## config.mk

```make
export PLATFORM = sky130hd
export DESIGN_NAME = fp32_div
export DESIGN_NICKNAME = d
export VERILOG_FILES = /design/src/rtl/fp32_pkg.sv /design/src/rtl/fp32_classify.sv /design/src/rtl/fp32_div.sv
export SDC_FILE = /design/constraint.sdc
export NUM_CORES = 1
export LEC_CHECK = 0
export ABC_AREA = 0
export BUFFER_PORTS_ARGS = -buffer_cell sky130_fd_sc_hd__buf_2
export CORE_MARGIN = 5
export CORE_UTILIZATION = 35
export CTS_CLUSTER_DIAMETER = 80
export DETAILED_ROUTE_END_ITERATION = 10
export PLACE_DENSITY = 0.52
export SLEW_MARGIN = 5
export SYNTH_ARGS = -nofsm -noshare
export SYNTH_HDL_FRONTEND = slang
export SYNTH_SLANG_ARGS = --single-unit
```

## constraint.sdc

```tcl
create_clock -name clk -period 4.5 [get_ports clk]
set_input_delay 0.9 -clock clk [delete_from_list [all_inputs] [get_ports clk]]
set_output_delay 0.9 -clock clk [all_outputs]
set_load 0.01 [all_outputs]
```

## src/rtl/fp32_pkg.sv

```systemverilog
// Shared definitions for the fp32_* family of arithmetic blocks.
//   FP32_BIAS     exponent bias (127)
//   FP32_QNAN     canonical quiet NaN returned for invalid operations
//   FP32_EXP_MAX  all-ones exponent field (Inf / NaN encodings)
//   fp32_class_e  operand class after subnormal flushing
//   div_state_e   sequencing states of the iterative divider
package fp32_pkg;

    localparam int unsigned FP32_BIAS    = 127;
    localparam logic [31:0] FP32_QNAN    = 32'h7FC0_0000;
    localparam logic [7:0]  FP32_EXP_MAX = 8'hFF;

    typedef enum logic [1:0] {
        ZERO,
        NORM,
        INF,
        NAN
    } fp32_class_e;

    typedef enum logic [1:0] {
        IDLE,
        CALC,
        PACK
    } div_state_e;

    // Assemble a single-precision word from its three fields.
    function automatic logic [31:0] fp32_pack(input logic       i_sign,
                                              input logic [7:0]  i_exp,
                                              input logic [22:0] i_frac);
        return {i_sign, i_exp, i_frac};
    endfunction

endpackage

```

## src/rtl/fp32_classify.sv

```systemverilog
// Combinational field extraction and classification of one IEEE754 single.
//   i_word   operand word
//   o_sign   sign bit
//   o_exp    biased exponent field
//   o_mant   24-bit mantissa with hidden bit; forced to 0 for ZERO class
//   o_class  ZERO (including flushed subnormals), NORM, INF or NAN
module fp32_classify
    import fp32_pkg::*;
(
    input  logic [31:0]  i_word,
    output logic         o_sign,
    output logic [7:0]   o_exp,
    output logic [23:0]  o_mant,
    output fp32_class_e  o_class
);

    always_comb begin
        o_sign  = i_word[31];
        o_exp   = i_word[30:23];
        o_mant  = {1'b1, i_word[22:0]};
        o_class = NORM;
        if (i_word[30:23] == 8'h00) begin
            // Subnormals are flushed: the fraction is discarded, sign kept.
            o_class = ZERO;
            o_mant  = 24'h00_0000;
        end else if (i_word[30:23] == FP32_EXP_MAX) begin
            o_class = (i_word[22:0] == 23'h0) ? INF : NAN;
        end
    end

endmodule

```

## src/rtl/fp32_div.sv

```systemverilog
// Iterative IEEE754 single-precision divider (restoring, one quotient bit
// per clock, truncating, subnormals flushed to zero).
//
// Handshake: an operand pair is taken on a rising edge where valid_in and
// ready_in are both high; ready_in is high only in IDLE, so valid_in is
// ignored while busy. valid_out is a one-cycle pulse, and y/div_by_zero are
// held until the next result. Every operand class takes the same latency.
//
// Ports
//   clk          clock, rising edge
//   rst_n        asynchronous active-low reset
//   valid_in     operand request
//   ready_in     idle and able to accept
//   a, b         dividend, divisor
//   valid_out    result strobe
//   y            quotient a/b
//   div_by_zero  nonzero finite a divided by zero
//   o_dbg_state  current FSM state, for observation only
module fp32_div
    import fp32_pkg::*;
#(
    parameter int ITERS = 25
) (
    input  logic        clk,
    input  logic        rst_n,
    input  logic        valid_in,
    output logic        ready_in,
    input  logic [31:0] a,
    input  logic [31:0] b,
    output logic        valid_out,
    output logic [31:0] y,
    output logic        div_by_zero,
    output div_state_e  o_dbg_state
);

    localparam int CNT_W = $clog2(ITERS);
    localparam logic [CNT_W-1:0] CNT_LAST = CNT_W'(ITERS - 1);

    // Operand field extraction
    logic        w_sign_a, w_sign_b;
    logic [7:0]  w_exp_a, w_exp_b;
    logic [23:0] w_mant_a, w_mant_b;
    fp32_class_e w_cls_a, w_cls_b;

    fp32_classify u_cls_a (
        .i_word  (a),
        .o_sign  (w_sign_a),
        .o_exp   (w_exp_a),
        .o_mant  (w_mant_a),
        .o_class (w_cls_a)
    );

    fp32_classify u_cls_b (
        .i_word  (b),
        .o_sign  (w_sign_b),
        .o_exp   (w_exp_b),
        .o_mant  (w_mant_b),
        .o_class (w_cls_b)
    );

    // State and datapath registers
    div_state_e      r_state;
    div_state_e      w_state_nxt;
    logic            w_accept;
    logic [CNT_W-1:0] r_cnt;
    logic            r_sign;
    logic [7:0]      r_ea, r_eb;
    logic [24:0]     r_rem;
    logic [23:0]     r_mb;
    logic [24:0]     r_q;
    fp32_class_e     r_cls_a, r_cls_b;
    logic            r_valid_out;
    logic [31:0]     r_y;
    logic            r_dz;

    // FSM: state register
    always_ff @(posedge clk or negedge rst_n) begin
        if (!rst_n) begin
            r_state <= IDLE;
        end else begin
            r_state <= w_state_nxt;
        end
    end

    // FSM: next state and handshake outputs
    always_comb begin
        w_state_nxt = r_state;
        ready_in    = 1'b0;
        w_accept    = 1'b0;
        case (r_state)
            IDLE: begin
                ready_in = 1'b1;
                if (valid_in) begin
                    w_accept    = 1'b1;
                    w_state_nxt = CALC;
                end
            end
            CALC: begin
                if (r_cnt == CNT_LAST) begin
                    w_state_nxt = PACK;
                end
            end
            PACK: begin
                w_state_nxt = IDLE;
            end
            default: begin
                w_state_nxt = IDLE;
            end
        endcase
    end

    // One restoring step: subtract the divisor if it fits, then shift.
    // The remainder before the shift is always below mb < 2^24, so the
    // shift never loses a significant bit.
    logic        w_ge;
    logic [24:0] w_rem_sub;

    always_comb begin
        w_ge      = (r_rem >= {1'b0, r_mb});
        w_rem_sub = w_ge ? (r_rem - {1'b0, r_mb}) : r_rem;
    end

    // Result assembly from the finished quotient and the captured classes.
    logic signed [9:0] w_exp_raw;
    logic signed [9:0] w_exp_fin;
    logic [22:0]       w_frac;
    logic [31:0]       w_inf, w_zero;
    logic [31:0]       w_y_res;
    logic              w_dz_res;

    always_comb begin
        w_exp_raw = $signed({2'b00, r_ea}) - $signed({2'b00, r_eb})
                  + $signed(10'(FP32_BIAS));
        // The quotient lies in (0.5, 2): q[24] tells whether it is >= 1.
        w_exp_fin = r_q[24] ? w_exp_raw : (w_exp_raw - 10'sd1);
        w_frac    = r_q[24] ? r_q[23:1] : r_q[22:0];
        w_inf     = {r_sign, FP32_EXP_MAX, 23'h0};
        w_zero    = {r_sign, 31'h0};
        w_y_res   = w_zero;
        w_dz_res  = 1'b0;
        if ((r_cls_a == NAN) || (r_cls_b == NAN) ||
            ((r_cls_a == ZERO) && (r_cls_b == ZERO)) ||
            ((r_cls_a == INF) && (r_cls_b == INF))) begin
            w_y_res = FP32_QNAN;
        end else if (r_cls_b == ZERO) begin
            w_y_res  = w_inf;
            w_dz_res = (r_cls_a == NORM);
        end else if (r_cls_a == INF) begin
            w_y_res = w_inf;
        end else if ((r_cls_a == ZERO) || (r_cls_b == INF)) begin
            w_y_res = w_zero;
        end else if (w_exp_fin >= 10'sd255) begin
            w_y_res = w_inf;
        end else if (w_exp_fin <= 10'sd0) begin
            w_y_res = w_zero;
        end else begin
            w_y_res = fp32_pack(r_sign, w_exp_fin[7:0], w_frac);
        end
    end

    // Datapath registers
    always_ff @(posedge clk or negedge rst_n) begin
        if (!rst_n) begin
            r_cnt       <= '0;
            r_sign      <= 1'b0;
            r_ea        <= 8'h00;
            r_eb        <= 8'h00;
            r_rem       <= 25'h0;
            r_mb        <= 24'h0;
            r_q         <= 25'h0;
            r_cls_a     <= ZERO;
            r_cls_b     <= ZERO;
            r_valid_out <= 1'b0;
            r_y         <= 32'h0000_0000;
            r_dz        <= 1'b0;
        end else begin
            r_valid_out <= 1'b0;
            case (r_state)
                IDLE: begin
                    if (w_accept) begin
                        r_sign  <= w_sign_a ^ w_sign_b;
                        r_ea    <= w_exp_a;
                        r_eb    <= w_exp_b;
                        r_rem   <= {1'b0, w_mant_a};
                        r_mb    <= w_mant_b;
                        r_cls_a <= w_cls_a;
                        r_cls_b <= w_cls_b;
                        r_q     <= 25'h0;
                        r_cnt   <= '0;
                    end
                end
                CALC: begin
                    r_rem <= w_rem_sub << 1;
                    r_q   <= {r_q[23:0], w_ge};
                    r_cnt <= r_cnt + 1'b1;
                end
                PACK: begin
                    r_y         <= w_y_res;
                    r_dz        <= w_dz_res;
                    r_valid_out <= 1'b1;
                end
                default: begin
                end
            endcase
        end
    end

    assign valid_out   = r_valid_out;
    assign y           = r_y;
    assign div_by_zero = r_dz;
    assign o_dbg_state = r_state;

endmodule

```

# After elaboration in Yosys (flattened, before gate mapping)

Cells that the tools add are included.
W data, S select, Z words.

Memories kept: 0
Memory bits (read-only): 0
RAM bits: 0
Flip-flop bits (word level): 136
Input port bits: 67
Output and inout bits: 37
Latch bits: 0
Logic and storage cells: 84

$add $sub $neg: 5
Multiply operators: 0
Reduce and logical (&&, ||, !) cells: 17
Bitwise gates (word level): 1
Magnitude comparators: 3
Muxes and demuxes: 32
Divide/modulo/power cells: 0
Shifts and indexed selects: 0
Equality and inequality tests: 13

Operators by type and width:

| cell                    | number |
|---|---|
| $mux W31                | 5 |
| $pmux W25 S2            | 2 |
| $mux W24                | 3 |
| $mux W25                | 2 |
| $logic_not A23 Y1       | 2 |
| $mux W32                | 1 |
| $ge A25 B24 Y1          | 1 |
| $sub A24 B24 Y24        | 1 |
| $mux W23                | 1 |
| $eq A8 B8 Y1 const B    | 2 |
| $logic_not A8 Y1        | 2 |
| $mux W2                 | 6 |
| $add A9 B8 Y10 const B  | 1 |
| $eq A2 B2 Y1 const B    | 5 |
| $ge A10 B9 Y1 const B   | 1 |
| $le A10 B1 Y1 const B   | 1 |
| $mux W10                | 1 |
| $pmux W5 S2             | 1 |
| $sub A10 B2 Y10 const B | 1 |
| $sub A8 B8 Y9           | 1 |
| $mux W1                 | 8 |
| $logic_not A2 Y1        | 3 |
| $ne A2 B2 Y1 const B    | 3 |
| $reduce_and A2 Y1       | 3 |
| 9 further kinds         | 14 |

# Longest topological paths before layout

Depth in word-level cells: 11
Gate-level depth with buffers: 17
Mapped depth without buffers: 16

# Modules after synthesis

Synthesis repeated with hierarchy kept, for this count alone.

Cells, all modules: 993
Area, all modules: 8854.7 µm²

By module, submodules not included:

| module        | area each (µm²) | instances | cells an instance | seq. area each (µm²) |
|---|---|---|---|---|
| fp32_div      | 8224.1          | 1         | 893               | 3403.3 |
| fp32_classify | 315.3           | 2         | 50                | 0.0 |

# Least setup slack after synthesis

OpenSTA, ideal clock, no wires.

Kind: reg2reg
Start point: register r_ea[0]
End point: register r_y[10], in the netlist y[10]
Buffers on the path: 1
Clock period less this slack: 3.929 ns
Path slack: 0.571 ns
Required time: 4.378 ns
Cell stages (with the launch flop): 17
Setup time: 0.122 ns
Arrival: 3.808 ns
Path through: dfrtp_1 -> inv_1 -> ha_1 -> inv_1 -> fa_1 -> inv_1 -> ha_1 -> or3b_2 -> nor2_1 -> nor2_1 -> a2111o_1 -> a2111oi_2 -> o221ai_1 -> o311ai_2 -> nor4_4 -> buf_6 -> a32o_1

Cells in the longest elaborated chain, start to end: 11
Elaborated cells between the ends (all ways): 12
Those cells by class: 3 x add/sub; 2 x order compare; 7 x mux

RTL lines:

| what                   | line            | text |
|---|---|---|
| from (decl)            | fp32_div.sv:67  | `logic [7:0] r_ea, r_eb;` |
| from (signal assigned) | fp32_div.sv:182 | `r_ea <= w_exp_a;` |
| $sub A8 B8 Y9 (*)      | fp32_div.sv:132 | `w_exp_raw = $signed({2'b00, r_ea}) - $signed({2'b00, r_eb})` |
| $add A9 B8 Y10 (*)     | fp32_div.sv:133 | `+ $signed(10'(FP32_BIAS));` |
| $sub A10 B2 Y10        | fp32_div.sv:135 | `w_exp_fin = r_q[24] ? w_exp_raw : (w_exp_raw - 10'sd1);` |
| $mux W10 (*)           | fp32_div.sv:135 |  |
| $le A10 B1 Y1          | fp32_div.sv:154 | `end else if (w_exp_fin <= 10'sd0) begin` |
| $mux W31               | fp32_div.sv:154 |  |
| $mux W31 (*)           | fp32_div.sv:152 | `end else if (w_exp_fin >= 10'sd255) begin` |
| $mux W31 (*)           | fp32_div.sv:150 | `end else if ((r_cls_a == ZERO) \|\| (r_cls_b == INF)) begin` |
| $mux W31 (*)           | fp32_div.sv:148 | `end else if (r_cls_a == INF) begin` |
| $mux W31 (*)           | fp32_div.sv:145 | `end else if (r_cls_b == ZERO) begin` |
| $mux W32 (*)           | fp32_div.sv:141 | `if ((r_cls_a == NAN) \|\| (r_cls_b == NAN) \|\|` |
| to (signal assigned)   | fp32_div.sv:198 | `r_y <= w_y_res;` |
| to (decl)              | fp32_div.sv:73  | `logic [31:0] r_y;` |

Mark *: on every way between the ends. The rest lies on a longest branch, timed or not.
A chain may end at the register's enable or synchronous reset.

# Worst setup path after layout

Start point: register r_ea[0]
End point: register r_y[1], in the netlist y[1]

Same word-level chain as after synthesis.

==> results.cfg <==
[die]
fp.dieH_um = 164
start_util_pct = 35.4
io_pins = 104
coreArea_um2 = 23500
die-area_um2 = 26900
die_w_um = 164
rows = 56

[clocking]
clk_pin_slew_ns = 0.06
numClockSinks = 136
postCtsSetupBuffers = 0
clkLatencyLatePin_ns = 0.42
cts-htree-levels = 4
root_buffer = clkbuf_16
cts_tree = done
max-clock-path-buffers = 2
cts_made_buffers = 17

[yosys]
synth_top_area_share_pct = 40.9
ys_async_sr_fraction_pct = 100
syn_inst = 879
yosys.area.top_type = dfrtp_1
synth_nets = 984
ys_ff_latch = 136
synth.area.top_cells = dfrtp_1, ha_1, mux2_2
synth.distinct_cells = 73
synthFlopType = dfrtp_1
ys_seq_area_share_pct = 40.9
synth-edff-count = 0
syn_area_per_cell_um2 = 9.46
synth_area_um2 = 8320
yosysWarnings = 0

[sta]
fin_skew_ns = 0.0134
slew_violations = 0
min_period_over_period_pct = 91.2
max-slew-margin-rel_pct = 36.0
period_minus_slack_ns = 4.11
rsz0062_at_grt = false
tns_ns = 0
fmax_mhz = 244
worst_pin_slew_ns = 0.961
setup_viol = 0
finalHoldViolations = 0

[cells_and_area]
final_cell_mix = dfrtp_1, buf_2, nand2_1, a21oi_1, inv_1
layout-drive-gt1-share_pct = 22.4
antenna_cells = 0
area_delta_synth_final_pct = 17.7
layout_commonest_cell = dfrtp_1
final_util_pct = 41.7
fin_nets = 1073

[placed_design]
portBuffers = 103
dp_hpwl_mm = 15.4
place_congestion = 0.866

[detailed_routing]
wl_per_cell_um = 16.9
via_per_inst = 5.39
drc_errors = 0
wirelength_mm = 22.0
final_antenna_net_count = 0
first_pass_iters = 5
first_iter_violations = 373
vias = 7011

[global_routing]
grt_usage_pct = 16.9
antenna_found_initial = 0
grt_overflow = 0
grt_max_degree = 103
grt_pass1_vias = 6950
grt_pass1_wl_mm = 36.8

[worst_setup_path]
critical_path_required_ns = 4.80
cp_data_arrival_time_ns = 4.41
critPathMaxFanout = 23
critPathLaunchType = register
worstSetupEndpointType = register
path_class = reg2reg

[run_status]
outcome = finished clean

[worst_hold_path]
hold_path.class = reg2reg

[run]
maxCapViolCount = 0
==> path summary, 6_finish.rpt <==
| path | from | to | slack, ns | cells past startpoint |
|---|---|---|---|---|
| max reg2reg | r_ea[0] | y[1] | 0.39 | 17 |
| min | r_sign | y[31] | 0.48 | 1 |
| min in group asynchronous | rst_n | r_mb[16] | 0.61 | 1 |
| min reg2reg | r_sign | y[31] | 0.48 | 1 |
| max in group asynchronous | rst_n | y[22] | 3.05 | 2 |
| max | r_ea[0] | y[1] | 0.39 | 17 |
==> metal layers <==
metal / part of all wire, % / up-vias / GRT usage [%] / routed length (µm)
met3: 3.4 / 16 / 2.89 / 742
met2: 46 / 137 / 26.5 / 10000
met1: 50 / 3408 / 24.5 / 11000
met4: 0.83 / 0 / 3.74 / 183
li1: - / 3450 / - / -
met5: 0 / - / 0 / 0
==> area by class of cell <==
cell class	instances	area, µm²
multi-input cells	644	4550
well taps	319	399
inverters	49	184
fillers	2370	13700
flip-flops and latches	136	3400
clock buffers	17	425
repair buffers	120	666
clock inverters	15	164
==> worst max-delay path: stages (launching register included) <==
cell and delay, ns:
dfrtp_1 0.38, inv_1 0.06, ha_1 0.16, inv_1 0.05, fa_1 0.45, inv_1 0.12, ha_1 0.27, xor3_1 0.38
nor2_2 0.26, nand2_1 0.09, or3_1 0.32, nand4b_1 0.13, nand3_1 0.13, or3_1 0.39, a311oi_2 0.29, nor4_4 0.08
buf_6 0.19, a32o_1 0.23
==> synthesized netlist by cell type, drive strengths merged, types with 2 or more instances <==
master   count
dfrtp      136
nand4       13
ha          36
a21boi       4
xor2         9
a2111oi      4
a211oi       9
and3         3
a31oi       13
o22a         4
nor3        19
nand3       38
nand2b      11
or3          3
nor4        23
o31a         5
nor3b        5
a21o        14
mux2        40
mux2i        6
a21oi       61
and2         3
o31ai        3
inv         49
clkbuf      40
or2          8
nor2b        7
or3b         3
nor2        45
o21a         6
nand2       97
a221oi      22
buf         10
a22o        26
or4          3
o2bb2ai      2
nand4b       3
fa           2
o311ai       2
o21ai       31
o22ai        3
o21bai       3
o2111ai      2
xnor2       18
a32o        22
==> stage by stage <==
stage | instance area [µm²] | hold slack (ns) | instances | setup slack [ns]
final | 9790 | 0.482 | 1300 | 0.395
after global routing | 9790 | 0.495 | 1300 | 0.0607
after CTS | 9790 | 0.485 | 1300 | 0.354
after detailed placement | 9200 | 0.472 | 1268 | 0.365
after global placement | 9200 | 0.465 | 1268 | 0.441
after floorplan | 8320 | 0.450 | 879 | 0.571
==> state kept, by name, summed over array words and instances, names as in the netlist <==
register,flops
o_dbg_state,2
y,32
r_q,25
r_sign,1
div_by_zero,1
r_cnt,5
valid_out,1
r_eb,8
r_rem,25
r_cls_a,2
r_ea,8
r_cls_b,2
r_mb,24
==> cells by family (layout without fill, tap and decap cells) <==
kind of cell / count (synthesis) / after routing / synth area share [%]
and+or+nand+nor: 286 / 286 / 17.2
AOI/OAI and AO/OA: 246 / 246 / 21.8
DFF: 136 / 136 / 40.9
buffers and inverters: 99 / 201 / 4.83
muxes: 46 / 46 / 6.14
adders and majority gates: 38 / 38 / 5.90
xor gates and xnor gates: 28 / 28 / 3.22
==> timing repair <==
item,in CTS,in global routing
endpoints found under the setup margin,0,1
hold buffers,0,0
resized for setup,0,1
Power is left out: the tool's default activity adds up to more than one toggle a clock period on the data nets, which glitch-free logic cannot reach.
